## config.mk

```make
export PLATFORM = sky130hd
export DESIGN_NAME = div_scheduler
export DESIGN_NICKNAME = d
export VERILOG_FILES = /design/src/rtl/div_sched_pkg.sv /design/src/rtl/rr_arbiter.sv /design/src/rtl/div_scheduler.sv
export SDC_FILE = /design/constraint.sdc
export NUM_CORES = 1
export LEC_CHECK = 0
export ABC_AREA = 1
export CORE_MARGIN = 4
export CORE_UTILIZATION = 33
export DETAILED_ROUTE_END_ITERATION = 6
export GPL_TIMING_DRIVEN = 0
export PLACE_DENSITY = 0.7
export SETUP_SLACK_MARGIN = 0.1
export SYNTH_ARGS = -nofsm -noshare
export SYNTH_HDL_FRONTEND = slang
export SYNTH_SLANG_ARGS = --single-unit
```

## constraint.sdc

```tcl
create_clock -name clk -period 2.2 [get_ports clk]
set_clock_uncertainty 0.15 [all_clocks]
set_input_delay 0.44 -clock clk [delete_from_list [all_inputs] [get_ports clk]]
set_output_delay 0.44 -clock clk [all_outputs]
set_load 0.02 [all_outputs]
```

## src/rtl/div_sched_pkg.sv

```systemverilog
// div_sched_pkg: shared FSM state type for the divider scheduler.
package div_sched_pkg;
  localparam int STATE_W = 2;
  typedef enum logic [STATE_W-1:0] {IDLE, BUSY, DONE} state_t;
endpackage

```

## src/rtl/rr_arbiter.sv

```systemverilog
// rr_arbiter: one-hot round-robin grant, first request at or above ptr with wrap.
module rr_arbiter #(
  parameter int R = 4
) (
  input  logic [R-1:0]         req,
  input  logic [$clog2(R)-1:0] ptr,
  output logic [R-1:0]         grant
);
  // Scan farthest-to-nearest so the request closest to ptr wins the last write.
  always_comb begin
    grant = '0;
    for (int k = R - 1; k >= 0; k--)
      grant = req[(int'(ptr) + k) % R] ? R'(1) << ((int'(ptr) + k) % R) : grant;
  end
endmodule

```

## src/rtl/div_scheduler.sv

```systemverilog
// div_scheduler: round-robin shared N-cycle restoring divider for R requesters.
// Optional DIV_SCHEDULER_DBZ_EN: divide-by-zero short-circuit with resp_dbz flag.
module div_scheduler
  import div_sched_pkg::*;
#(
  parameter int N = 8,
  parameter int R = 4
) (
  input  logic                 clk,
  input  logic                 rst,
  input  logic [R-1:0]         req_valid,
  input  logic [R*N-1:0]       req_x,
  input  logic [R*N-1:0]       req_y,
  output logic [R-1:0]         req_ready,
  output logic                 resp_valid,
  input  logic                 resp_ready,
  output logic [$clog2(R)-1:0] resp_id,
  output logic [N-1:0]         resp_quot,
  output logic [N-1:0]         resp_rem,
  output logic                 resp_dbz
);
  localparam int W = $clog2(R);
  localparam int CW = $clog2(N);
  state_t state;
  logic [W-1:0] rr_ptr, gidx, id;
  logic [CW-1:0] cnt;
  logic [N-1:0] y, rem, quot, rem_n, quot_n, gx, gy;
  logic [R-1:0] grant;
  logic [N:0] tmp;
  logic [N+1:0] sub;
  rr_arbiter #(.R(R)) u_arb (.req(req_valid), .ptr(rr_ptr), .grant(grant));
  always_comb begin
    gidx = '0;
    for (int k = 0; k < R; k++)
      gidx = gidx | (grant[k] ? W'(k) : '0);
  end
  assign req_ready = (state == IDLE) ? grant : '0;
  assign gx = req_x[gidx*N +: N];
  assign gy = req_y[gidx*N +: N];
  // Extra borrow bit beyond the N+1-bit trial value keeps large operands from aliasing.
  assign tmp = {rem, quot[N-1]};
  assign sub = {1'b0, tmp} - {2'b00, y};
  assign rem_n = sub[N+1] ? tmp[N-1:0] : sub[N-1:0];
  assign quot_n = {quot[N-2:0], ~sub[N+1]};
`ifndef DIV_SCHEDULER_DBZ_EN
  assign resp_dbz = 1'b0;
`endif
  always_ff @(posedge clk or negedge rst) begin
    if (!rst) begin
      state <= IDLE;
      rr_ptr <= '0;
      cnt <= '0;
      id <= '0;
      y <= '0;
      rem <= '0;
      quot <= '0;
      resp_valid <= 1'b0;
      resp_id <= '0;
      resp_quot <= '0;
      resp_rem <= '0;
`ifdef DIV_SCHEDULER_DBZ_EN
      resp_dbz <= 1'b0;
`endif
    end else if (state == IDLE) begin
      if (|req_ready) begin
        id <= gidx;
        rr_ptr <= (gidx == W'(R - 1)) ? '0 : gidx + 1'b1;
        rem <= '0;
        quot <= gx;
        y <= gy;
        cnt <= '0;
`ifdef DIV_SCHEDULER_DBZ_EN
        if (gy == '0) begin
          state <= DONE;
          resp_valid <= 1'b1;
          resp_id <= gidx;
          resp_quot <= '1;
          resp_rem <= gx;
          resp_dbz <= 1'b1;
        end else
          state <= BUSY;
`else
        state <= BUSY;
`endif
      end
    end else if (state == BUSY) begin
      rem <= rem_n;
      quot <= quot_n;
      cnt <= cnt + 1'b1;
      if (cnt == CW'(N - 1)) begin
        state <= DONE;
        cnt <= '0;
        resp_valid <= 1'b1;
        resp_id <= id;
        resp_quot <= quot_n;
        resp_rem <= rem_n;
`ifdef DIV_SCHEDULER_DBZ_EN
        resp_dbz <= 1'b0;
`endif
      end
    end else if (resp_ready) begin
      state <= IDLE;
      resp_valid <= 1'b0;
    end
  end
endmodule

```

==> qor.yml, run 1 <==
status: "finished with violations"
violations: "DRC, setup timing"
rsz0062_at_grt: "yes"
drc: 2
endpoint_kind: "output port"
area_growth_pct: 55.32
finalWorstSetupSlack_ns: -0.3432
synth-edff-count: 0
nets: 717
dieHeight_um: 111.4
crit_chain: "inv_4 > ha_4 > inv_4 > nand3_4 > nand2_4 > nand2_2 > inv_2 > nand2_2 > a21oi_4 > or2_1 > inv_1 > buf_6"
cap_violations: 0
chipWidth_um: 111.4
grt_pass1_wl_um: 18370
rows: 37
ys.flop_type: "dfrtp_1"
ios: 95
grt-ovfl-total: 0
pre_cts_slack_ns: -0.9933
root_buffer: "clkbuf_8"
grt_pass1_vias: 3784
postSynthAreaPerCell_um2: 7.052
numCtsBuffers: 5
synth.distinct_cells: 34
fill_cells: 955
core_um2: 10370
slowest_delay_ns: 0.44
fmax_mhz: 393.2
worst_pin_slew_ns: 0.6512
hpwl_um: 8384
report.final.hold_viol_count: 0
htree_levels: 2
fin_crit_ns: 2.543
drive_above_1_share_pct: 24.04
ant_nets: 0
synth_nets: 589
placed_cell_area_um2: 4692
grtUsageTotal_pct: 17.95
ys_ff_latch: 52
wire_per_inst_um: 15.57
place.gp.congestion: 0.9134
cts_hold_buf: 0
antenna_found_initial: 0
die_area_um2: 12400
diodes: 0
clk_latency_ns: 0.31
initial_core_util_pct: 34.00
ff2ff_path_depth: 16
final_common_cell: "nand2_1"
cts_tree: "built"
slew_violations: 0
maxSlewHeadroom_pct: 56.59
syn_inst: 500
cts_sinks: 52
vias: 3835
min_period_over_period_pct: 115.6
ys_warn_count: 0
fin_area_um2: 5477
drtIter0Drc: 331
vias_per_cell: 5.020
slowest_stage: "dfrtp_2"
clock_tree.buffer_depth: 2
async_flop_share_pct: 100.0
setup_viol: 35
hold_class: "in2async"
critical_path_arrival_ns: 1.95
mostFrequentLayoutCells: "nand2_1, clkdlybuf4s50_1, dfrtp_1, nand3_1, inv_1"
critPathMaxFanout: 6
first_pass_iters: 7
hold_slack_ns: 0.003075
clk_pin_slew_ns: 0.09
synth_area_um2: 3526
portBuffers: 93
grt_max_degree: 28
routed_wl_um: 11890
yosysSeqAreaShare_pct: 36.91
worstSetupStartpointType: "register"
setup.worst_path.class: "reg2out"
critPathRequiredTime_ns: 1.61
==> synthesized netlist by cell type, types with 4 or more instances <==
| library cell | instances | area share (%) |
|---|---|---|
| buf_2 | 12 | 1.7 |
| clkbuf_1 | 5 | 0.53 |
| nor2_1 | 11 | 1.2 |
| a21oi_1 | 23 | 3.3 |
| dfrtp_1 | 52 | 37 |
| xnor2_1 | 5 | 1.2 |
| inv_1 | 45 | 4.8 |
| nand3_2 | 4 | 1.1 |
| o21ai_1 | 7 | 0.99 |
| buf_4 | 4 | 0.85 |
| o21ai_0 | 26 | 3.7 |
| nand2_1 | 182 | 19 |
| inv_2 | 6 | 0.64 |
| nand2_2 | 8 | 1.4 |
| nand3b_1 | 10 | 2.1 |
| o22ai_1 | 9 | 1.6 |
| ha_1 | 17 | 6.0 |
| nand3_1 | 55 | 7.8 |
==> critical path: cells and delay by family, from the launching register on <==
kind,cells,cell delay [ns]
AO/OA/AOI/OAI,1,0.12
adder cells (fa/ha/maj),1,0.22
buffers and inverters,5,0.39
flip-flops,1,0.44
AND/OR/NAND/NOR,5,0.46
==> cells by family after synthesis <==
logic type | count (synthesis) | synth area share (%)
DFF | 52 | 36.91
xor gates and xnor gates | 6 | 1.490
other | 1 | 0.1064
and+or+nand+nor | 275 | 34.00
adders and majority gates | 18 | 6.600
AOI/OAI and AO/OA | 73 | 11.78
buffers and inverters | 75 | 9.120
==> cell type report <==
cell class	count	area, µm²	area share (%)
inverters	53	211.5	3.861
flip-flops and latches	52	1305	23.83
plain buffers	22	200.2	3.655
repair buffers	121	1187	21.68
multi-input cells	373	2306	42.11
well taps	136	170.2	3.107
clock buffers	7	96.34	1.759
==> through the flow <==
| stage | setup TNS [ns] | util [%] | cells |
|---|---|---|---|
| finish | -5.400 | 52.81 | 764 |
| global route | -9.429 | 52.81 | 764 |
| CTS | -7.175 | 49.03 | 751 |
| detailed placement | -22.07 | 45.25 | 730 |
| global placement | -71.29 | 45.10 | 729 |
| floorplan | -0.5025 | - | 500 |
==> per-layer routing <==
metal | global-route usage [%] | vias to the layer above | share of wire, % | wire (µm)
met5 | 0 | - | 0 | 0
met4 | 5.109 | 0 | 2.0 | 237
met3 | 2.989 | 20 | 6.6 | 782
met2 | 30.84 | 142 | 50 | 5940
met1 | 23.35 | 1804 | 41 | 4934
li1 | - | 1869 | - | -
==> flip-flops by register name, summed over array words and instances (netlist names) <==
register,cells
state,2
resp_id,2
resp_quot,8
y,8
rr_ptr,2
resp_valid,1
quot,8
rem,8
resp_rem,8
id,2
cnt,3
==> repair_timing <==
action,in CTS,in global routing
setup endpoints to repair,45,44
gates resized for setup,77,83
cloned,0,3
setup buffers,14,10
pin swaps,14,19
==> worst paths after layout <==
check	startpoint	end	slack, ns
hold / removal	rst	resp_rem[1]	0.003
min in group clk	cnt[1]	cnt[1]	0.34
setup reg to reg	rr_ptr[0]	quot[7]	-0.21
setup / recovery	rr_ptr[0]	req_ready[1]	-0.34
max in group asynchronous	rst	cnt[2]	1.33
hold reg to reg	cnt[1]	cnt[1]	0.34
Power of run 1 is not shown: default switching activity piles up to over one toggle a cycle in this logic, so the estimate is an artifact.
==> run 2: changes to the inputs <==
--- a/config.mk
+++ b/config.mk
@@ -6,12 +6,15 @@
 export NUM_CORES = 1
 export LEC_CHECK = 0
 export ABC_AREA = 1
+export CAP_MARGIN = 20
 export CORE_MARGIN = 4
 export CORE_UTILIZATION = 33
 export DETAILED_ROUTE_END_ITERATION = 6
+export GPL_ROUTABILITY_DRIVEN = 0
 export GPL_TIMING_DRIVEN = 0
 export PLACE_DENSITY = 0.7
 export SETUP_SLACK_MARGIN = 0.1
+export SKIP_CTS_REPAIR_TIMING = 1
 export SYNTH_ARGS = -nofsm -noshare
 export SYNTH_HDL_FRONTEND = slang
 export SYNTH_SLANG_ARGS = --single-unit
==> run 2 against run 1 <==
  * The run ends with hold timing, setup timing left
  * Register-to-register slack lost 0.27 ns
  * Critical endpoint is now req_ready[3]
  * Critical path depth shrank 1
  * Core utilization grew 0.24 points
  * Hold slack lost 0.0045 ns
  * Die area is the same
  * Largest cell class unchanged
==> qor.yml, run 2 (synthesis gave the netlist of run 1 again) <==
violations: "hold timing, setup timing"
grt-ovfl-total: 0  # unchanged
initial_core_util_pct: 34.00  # unchanged
drive_above_1_share_pct: 24.49  # +0.45 points
rsz0062_at_grt: "yes"
hpwl_um: 8384  # unchanged
status: "finished with violations"
endpoint_kind: "output port"
fill_cells: 960  # +0.52%
min_period_over_period_pct: 124.2  # +8.6 points
drtIter0Drc: 339  # +2.4%
critPathRequiredTime_ns: 1.61  # about the same
grt_pass1_wl_um: 17250  # -6.1%
numCtsBuffers: 5  # unchanged
clk_pin_slew_ns: 0.09  # about the same
fmax_mhz: 366.0  # -6.9%
grt_max_degree: 28  # unchanged
dieHeight_um: 111.4  # unchanged
grt_pass1_vias: 3545  # -6.3%
vias_per_cell: 5.032  # +0.25%
seq_area_um2: 1309  # +0.29%
cap_violations: 0  # unchanged
portBuffers: 93  # unchanged
final_common_cell: "nand2_1"
antenna_found_initial: 0  # unchanged
hold_slack_ns: -0.001403  # -0.004478 ns
routed.top_layer: "met4"
vias: 3910  # +2.0%
setup_viol: 38  # +8.6%
cts_sinks: 52  # unchanged
mostFrequentLayoutCells: "nand2_1, clkdlybuf4s50_1, nand3_1, dfrtp_1"
postLayoutCoreUtil_pct: 53.05  # +0.24 points
drt-met1-wl_um: 4948  # +0.28%
ios: 95  # unchanged
clk_latency_ns: 0.31  # about the same
core_um2: 10370  # unchanged
report.final.hold_viol_count: 2  # +2
grtUsageTotal_pct: 16.79  # -1.2 points
routed-wl-met2_um: 5915  # -0.42%
setup.worst_path.class: "reg2out"
wire_per_inst_um: 15.25  # -2.1%
slew_violations: 0  # unchanged
first_pass_iters: 5  # -2
ant_nets: 0  # unchanged
critical_path_arrival_ns: 2.14  # +0.19 ns
fin_crit_ns: 2.732  # +0.1889 ns
die_area_um2: 12400  # unchanged
rows: 37  # unchanged
diodes: 0  # unchanged
area_growth_pct: 56.03
hold_class: "in2async"
critPathMaxFanout: 7  # +1
root_buffer: "clkbuf_8"
worstSetupStartpointType: "register"
finalWorstSetupSlack_ns: -0.5321  # -0.1889 ns
clock_tree.buffer_depth: 2  # unchanged
drc: 0  # -2
htree_levels: 2  # unchanged
maxSlewHeadroom_pct: 56.64  # about the same
multiInputGateArea_um2: 2240  # -2.9%
nets: 730  # +1.8%
chipWidth_um: 111.4  # unchanged
routed_wl_um: 11850  # -0.39%
cts_tree: "built"
worst_pin_slew_ns: 0.6504  # -0.0007436 ns
wl_met3_um: 632  # -19%
fin_tns_setup_ns: -12.69  # -7.285 ns
==> run 2: final cells by class <==
type                    count  share of cell area [%]
multi-input cells         373                   40.71
clock buffers               7                   1.751
flip-flops and latches     52                   23.79
plain buffers              22                   3.116
inverters                  53                   3.844
well taps                 136                   3.093
repair buffers            134                   23.70
==> run 2: metal layers <==
metal / track usage, % / up-vias
met1: 22.50 / 1872
li1: - / 1886
met2: 28.55 / 122
met5: 0 / -
met4: 3.812 / 0
met3: 2.826 / 30
==> run 2: worst paths after layout <==
kind	from	to	slack (ns)	cells past startpoint
min in group clk	cnt[1]	cnt[1]	0.33	2
max reg2reg	rr_ptr[0]	y[5]	-0.48	16
max	rr_ptr[0]	req_ready[3]	-0.53	11
max in group asynchronous	rst	quot[7]	1.32	2
min reg2reg	cnt[1]	cnt[1]	0.33	2
min	rst	resp_rem[1]	-0.001	1
==> run 2: per-stage QoR <==
stage / setup slack (ns) / std cells / instance area (µm²)
final: -0.5321 / 777 / 5502
after global routing: -0.6320 / 777 / 5502
after CTS: -1.145 / 737 / 4788
after detailed placement: -0.9933 / 730 / 4692
after global placement: -1.185 / 729 / 4677
after floorplan: -0.08208 / 500 / 3576
==> run 2: worst max-delay path, cell delays in order, from the launching register on <==
cell      delay (ns)
dfrtp_2         0.47
clkinv_4        0.10
ha_4            0.30
inv_4           0.04
nand3_2         0.08
nand2_4         0.07
nand3_2         0.09
nand3_4         0.08
a21oi_4         0.26
buf_6           0.15
nor2_4          0.04
buf_6           0.14
Power of run 2 is left out for the same reason.
==> variant 1, RTL diff (settings of run 1) <==
The package constant `STATE_W` goes from 2 to 3.
--- a/src/rtl/div_sched_pkg.sv
+++ b/src/rtl/div_sched_pkg.sv
@@ -1,6 +1,6 @@
 // div_sched_pkg: shared FSM state type for the divider scheduler.
 package div_sched_pkg;
-  localparam int STATE_W = 2;
+  localparam int STATE_W = 3;
   typedef enum logic [STATE_W-1:0] {IDLE, BUSY, DONE} state_t;
 endpackage
 
Function: not settled (the Yosys comparison gave no result); the edit may change what the design does.
==> variant 1 against run 1 <==
  * The run ends with setup timing left
  * Core utilization up 2.4 points
  * Synthesized cell count up 1.4%
  * Routed wire length down 3.1%
  * Setup slack worse by 0.14 ns
  * Synthesized area up 1.2%
  * Sequential cell count unchanged
  * Worst hold slack better by 0.34 ns
  * Non-clock buffer count up 21
  * Cell area up 5.1%
Power is left out: the tool's default activity adds up to more than one toggle a clock period on the data nets, which glitch-free logic cannot reach.
==> variant 1: results <==
{
  "status": "complete, but fails checks",
  "violations": "setup timing",
  "root_buffer": "clkbuf_8",
  "h-tree-depth": 2,
  "io_buffers": 93,
  "place_congestion": 0.9073,
  "fin_ws_ns": -0.4791,
  "placed_area_sq_um": 4710,
  "synthCells": 507,
  "grt_first_pass_wirelength_mm": 18.19,
  "yosysWarnings": 0,
  "insertion_delay_ns": 0.31,
  "antenna_found_initial": 0,
  "setup_viol": 36,
  "dp.cells": 737,
  "vias": 3879,
  "routedWlPerCell_microns": 14.53,
  "ys_types": 34,
  "diodes": 0,
  "yosys-top-cells-count": "nand2_1, inv_1, nand3_1",
  "grt_usage_pct": 17.50,
  "cp_max_fo": 5,
  "finalHoldViolations": 0,
  "cts_buffer_depth": 2,
  "num-fill-cells": 924,
  "stdcell_count": 793,
  "async_flop_share_pct": 100.0,
  "grt_max_degree": 28,
  "place.detailed.hpwl_mm": 7.808,
  "drt_iter0_drc": 173,
  "synth_nets": 596,
  "ys_seq_area_share_pct": 36.47,
  "finalNetCount": 745,
  "synth_flop_cell": "dfrtp_1",
  "path_clk_slew_ns": 0.10,
  "min_path_type": "reg2reg",
  "first_pass_iters": 4,
  "layout-drive-gt1-share_pct": 28.16,
  "post-place-ws_ns": -1.007,
  "numCtsBuffers": 5,
  "synth.area.top_cells": "dfrtp_1, nand2_1, nand3_1, o21ai_0, inv_1",
  "crit_arrival_ns": 2.09,
  "relSlewSlack_pct": 61.86
}
-- variant 1: what timing repair did --
item / in CTS / in global routing
gates resized for setup: 107 / 76
pin swaps: 26 / 25
setup endpoints to repair: 44 / 50
hold buffers: 1 / 0
hold endpoints to repair: 25 / 0
buffers inserted: 34 / 9
gates cloned: 4 / 0
-- variant 1: final timing paths --
kind                             from      endpoint  slack (ns)  cells after the start
hold / removal             resp_valid    resp_valid        0.34                      2
max in group asynchronous         rst    resp_valid        0.85                      3
setup reg to reg            rr_ptr[0]       quot[0]       -0.41                     18
setup / recovery            rr_ptr[0]  req_ready[1]       -0.48                     13
min in group asynchronous         rst  resp_quot[2]        0.50                      2
hold reg to reg            resp_valid    resp_valid        0.34                      2
-- variant 1: cell type report --
type	instances	area (sq um)	share of cell area, %
flip-flops and latches	52	1305	22.68
inverters	66	255.2	4.436
plain buffers	23	202.7	3.522
multi-input cells	367	2295	39.88
clock inverters	3	68.82	1.196
clock buffers	5	68.82	1.196
well taps	136	170.2	2.957
repair buffers	141	1389	24.14
-- variant 1: critical path, cell delays in order, from the launching register on --
cell and delay, ns:
dfrtp_2 0.46, inv_4 0.11, buf_6 0.11, nand2_2 0.08
nand3_4 0.12, nand3_1 0.11, nand2_2 0.09, inv_2 0.04
nand2_2 0.08, a21oi_4 0.06, buf_6 0.12, or2_4 0.24
inv_2 0.06, buf_6 0.10
-- variant 1: layer usage --
metal	vias to the layer above	track usage, %	part of all wire, %
met5	-	0	0
met4	0	5.849	2.3
met3	29	3.424	4.8
met2	120	30.74	51
met1	1810	21.49	41
li1	1920	-	-
-- variant 1: logic make-up after synthesis --
group | count (synthesis) | share of synthesized area [%]
XOR/XNOR | 5 | 1.227
other | 1 | 0.1051
flip-flops | 52 | 36.47
adder cells (fa/ha/maj) | 18 | 6.522
AND/OR/NAND/NOR | 265 | 32.78
buffers and inverters | 89 | 10.76
AO/OA/AOI/OAI | 77 | 12.13
-- variant 1: stage by stage --
step	setup TNS, ns	utilization (%)
3_3_place_gp	-68.49	45.07
4_1_cts	-9.617	52.00
2_1_floorplan	-2.873	-
5_1_grt	-16.73	55.24
6_report	-12.26	55.24
3_5_place_dp	-23.00	45.21
==> variant 2, RTL diff (settings of run 1) <==
Made on the original files. Encoding of `state_t`: now one-hot (3 bits for 3 states).
--- a/src/rtl/div_sched_pkg.sv
+++ b/src/rtl/div_sched_pkg.sv
@@ -1,6 +1,6 @@
 // div_sched_pkg: shared FSM state type for the divider scheduler.
 package div_sched_pkg;
   localparam int STATE_W = 2;
-  typedef enum logic [STATE_W-1:0] {IDLE, BUSY, DONE} state_t;
+  typedef enum logic [2:0] {IDLE = 3'b001, BUSY = 3'b010, DONE = 3'b100} state_t;
 endpackage
 
Behaviour: no difference found for any inputs over 4 cycles, from zero or initial values and one cycle with rst low; so few cycles prove little.
==> variant 2 against run 1 <==
  * The flow finishes with violations (setup timing)
  * Critical path depth is 1 higher
  * Synthesized area grew 6.2%
  * Routed wire length rose by 0.72%
  * Via count grew 2.8%
  * Setup slack better by 0.053 ns
  * First-iteration DRC count fell by 59%
  * Cell area up 9.4%
  * Sequential cell count increased by 1
Power is not shown: default switching activity piles up to over one toggle a cycle in this logic, so the estimate is an artifact.
==> variant 2: results <==
{
  "status": "complete, but fails checks",
  "violations": "setup timing",
  "finalNetCount": 760,
  "num-fill-cells": 1003,
  "root_buffer": "clkbuf_16",
  "drt_iter0_drc": 136,
  "routedWlPerCell_microns": 14.75,
  "vias": 3943,
  "insertion_delay_ns": 0.29,
  "fin_ws_ns": -0.2898,
  "post-place-ws_ns": -0.9491,
  "crit_arrival_ns": 1.90,
  "layout-drive-gt1-share_pct": 29.02,
  "grtUsageMet1_pct": 21.88,
  "cts_resized": 101,
  "ys_seq_area_share_pct": 35.44,
  "yosys-top-cells-count": "nand2_1, inv_1, dfrtp_1",
  "synth_nets": 606,
  "setup_viol": 38,
  "r2r_cells": 18,
  "place.detailed.hpwl_mm": 8.202,
  "path_clk_slew_ns": 0.07,
  "ys_types": 42,
  "synth.area.top_cells": "dfrtp_1, nand2_1, inv_1, ha_1, nand3_1",
  "min_path_type": "reg2reg",
  "min_path_cells": 2,
  "grt_first_pass_wirelength_mm": 18.69,
  "avgSynthCellArea_sq_um": 7.246,
  "h-tree-depth": 2,
  "placed_area_sq_um": 4957,
  "grt_usage_pct": 17.34,
  "use_met3_pct": 3.436,
  "stdcell_count": 812,
  "grt_use_met2_pct": 29.92,
  "postCtsSetupBuffers": 28,
  "first_pass_iters": 6,
  "dp.cells": 751,
  "grt_pass1_vias": 4051,
  "hold_buffers": 1,
  "grt_max_degree": 43
}
[variant 2: path summary, 6_finish.rpt]
kind / startpoint / end / slack [ns]
hold reg to reg: resp_valid / resp_valid / 0.33
setup / recovery: rr_ptr[0] / req_ready[3] / -0.29
max in group asynchronous: rst / state[0] / 0.88
hold / removal: resp_valid / resp_valid / 0.33
min in group asynchronous: rst / quot[1] / 0.44
setup reg to reg: rr_ptr[0] / quot[6] / -0.28
[variant 2: kinds of logic (layout without fill, tap and decap cells)]
| family | after synthesis | count (layout) | synth area share [%] |
|---|---|---|---|
| AO/OA/AOI/OAI | 67 | 67 | 12.36 |
| XOR/XNOR | 5 | 5 | 1.169 |
| adder cells (fa/ha/maj) | 18 | 18 | 6.212 |
| buffers and inverters | 97 | 252 | 11.02 |
| flip-flops | 53 | 53 | 35.44 |
| other | 1 | 1 | 0.1001 |
| AND/OR/NAND/NOR | 276 | 276 | 33.70 |
[variant 2: layout make-up]
cell class                 count  share of cell area, %
multi-input combinational    367                  39.37
timing repair buffer         146                  24.74
sequential                    53                  22.21
inverter                      81                  5.428
tap                          140                  2.923
buffer                        16                  2.672
clock buffer                   6                  2.317
clock inverter                 2                 0.2296
timing repair inverter         1                 0.1044
[variant 2: metrics by stage]
stage	TNS, ns	util (%)
2_1_floorplan	0	-
3_3_place_gp	-69.49	45.00
3_5_place_dp	-21.45	45.14
4_1_cts	-5.571	51.61
5_1_grt	-11.97	54.57
6_report	-8.480	54.57
[variant 2: routing by layer]
layer  vias to the layer above  part of all wire (%)  wire length (microns)
met5                         -                     0                      0
met4                         0                   2.0                    242
met3                        23                   5.8                    698
met2                       128                    50                   5948
met1                      1838                    42                   5090
li1                       1954                     -                      -
[variant 2: tightest hold or removal path: stages, from the launching register on]
cell and delay [ns]:
dfrtp_1 0.35, nand2_1 0.05, nand2_1 0.05
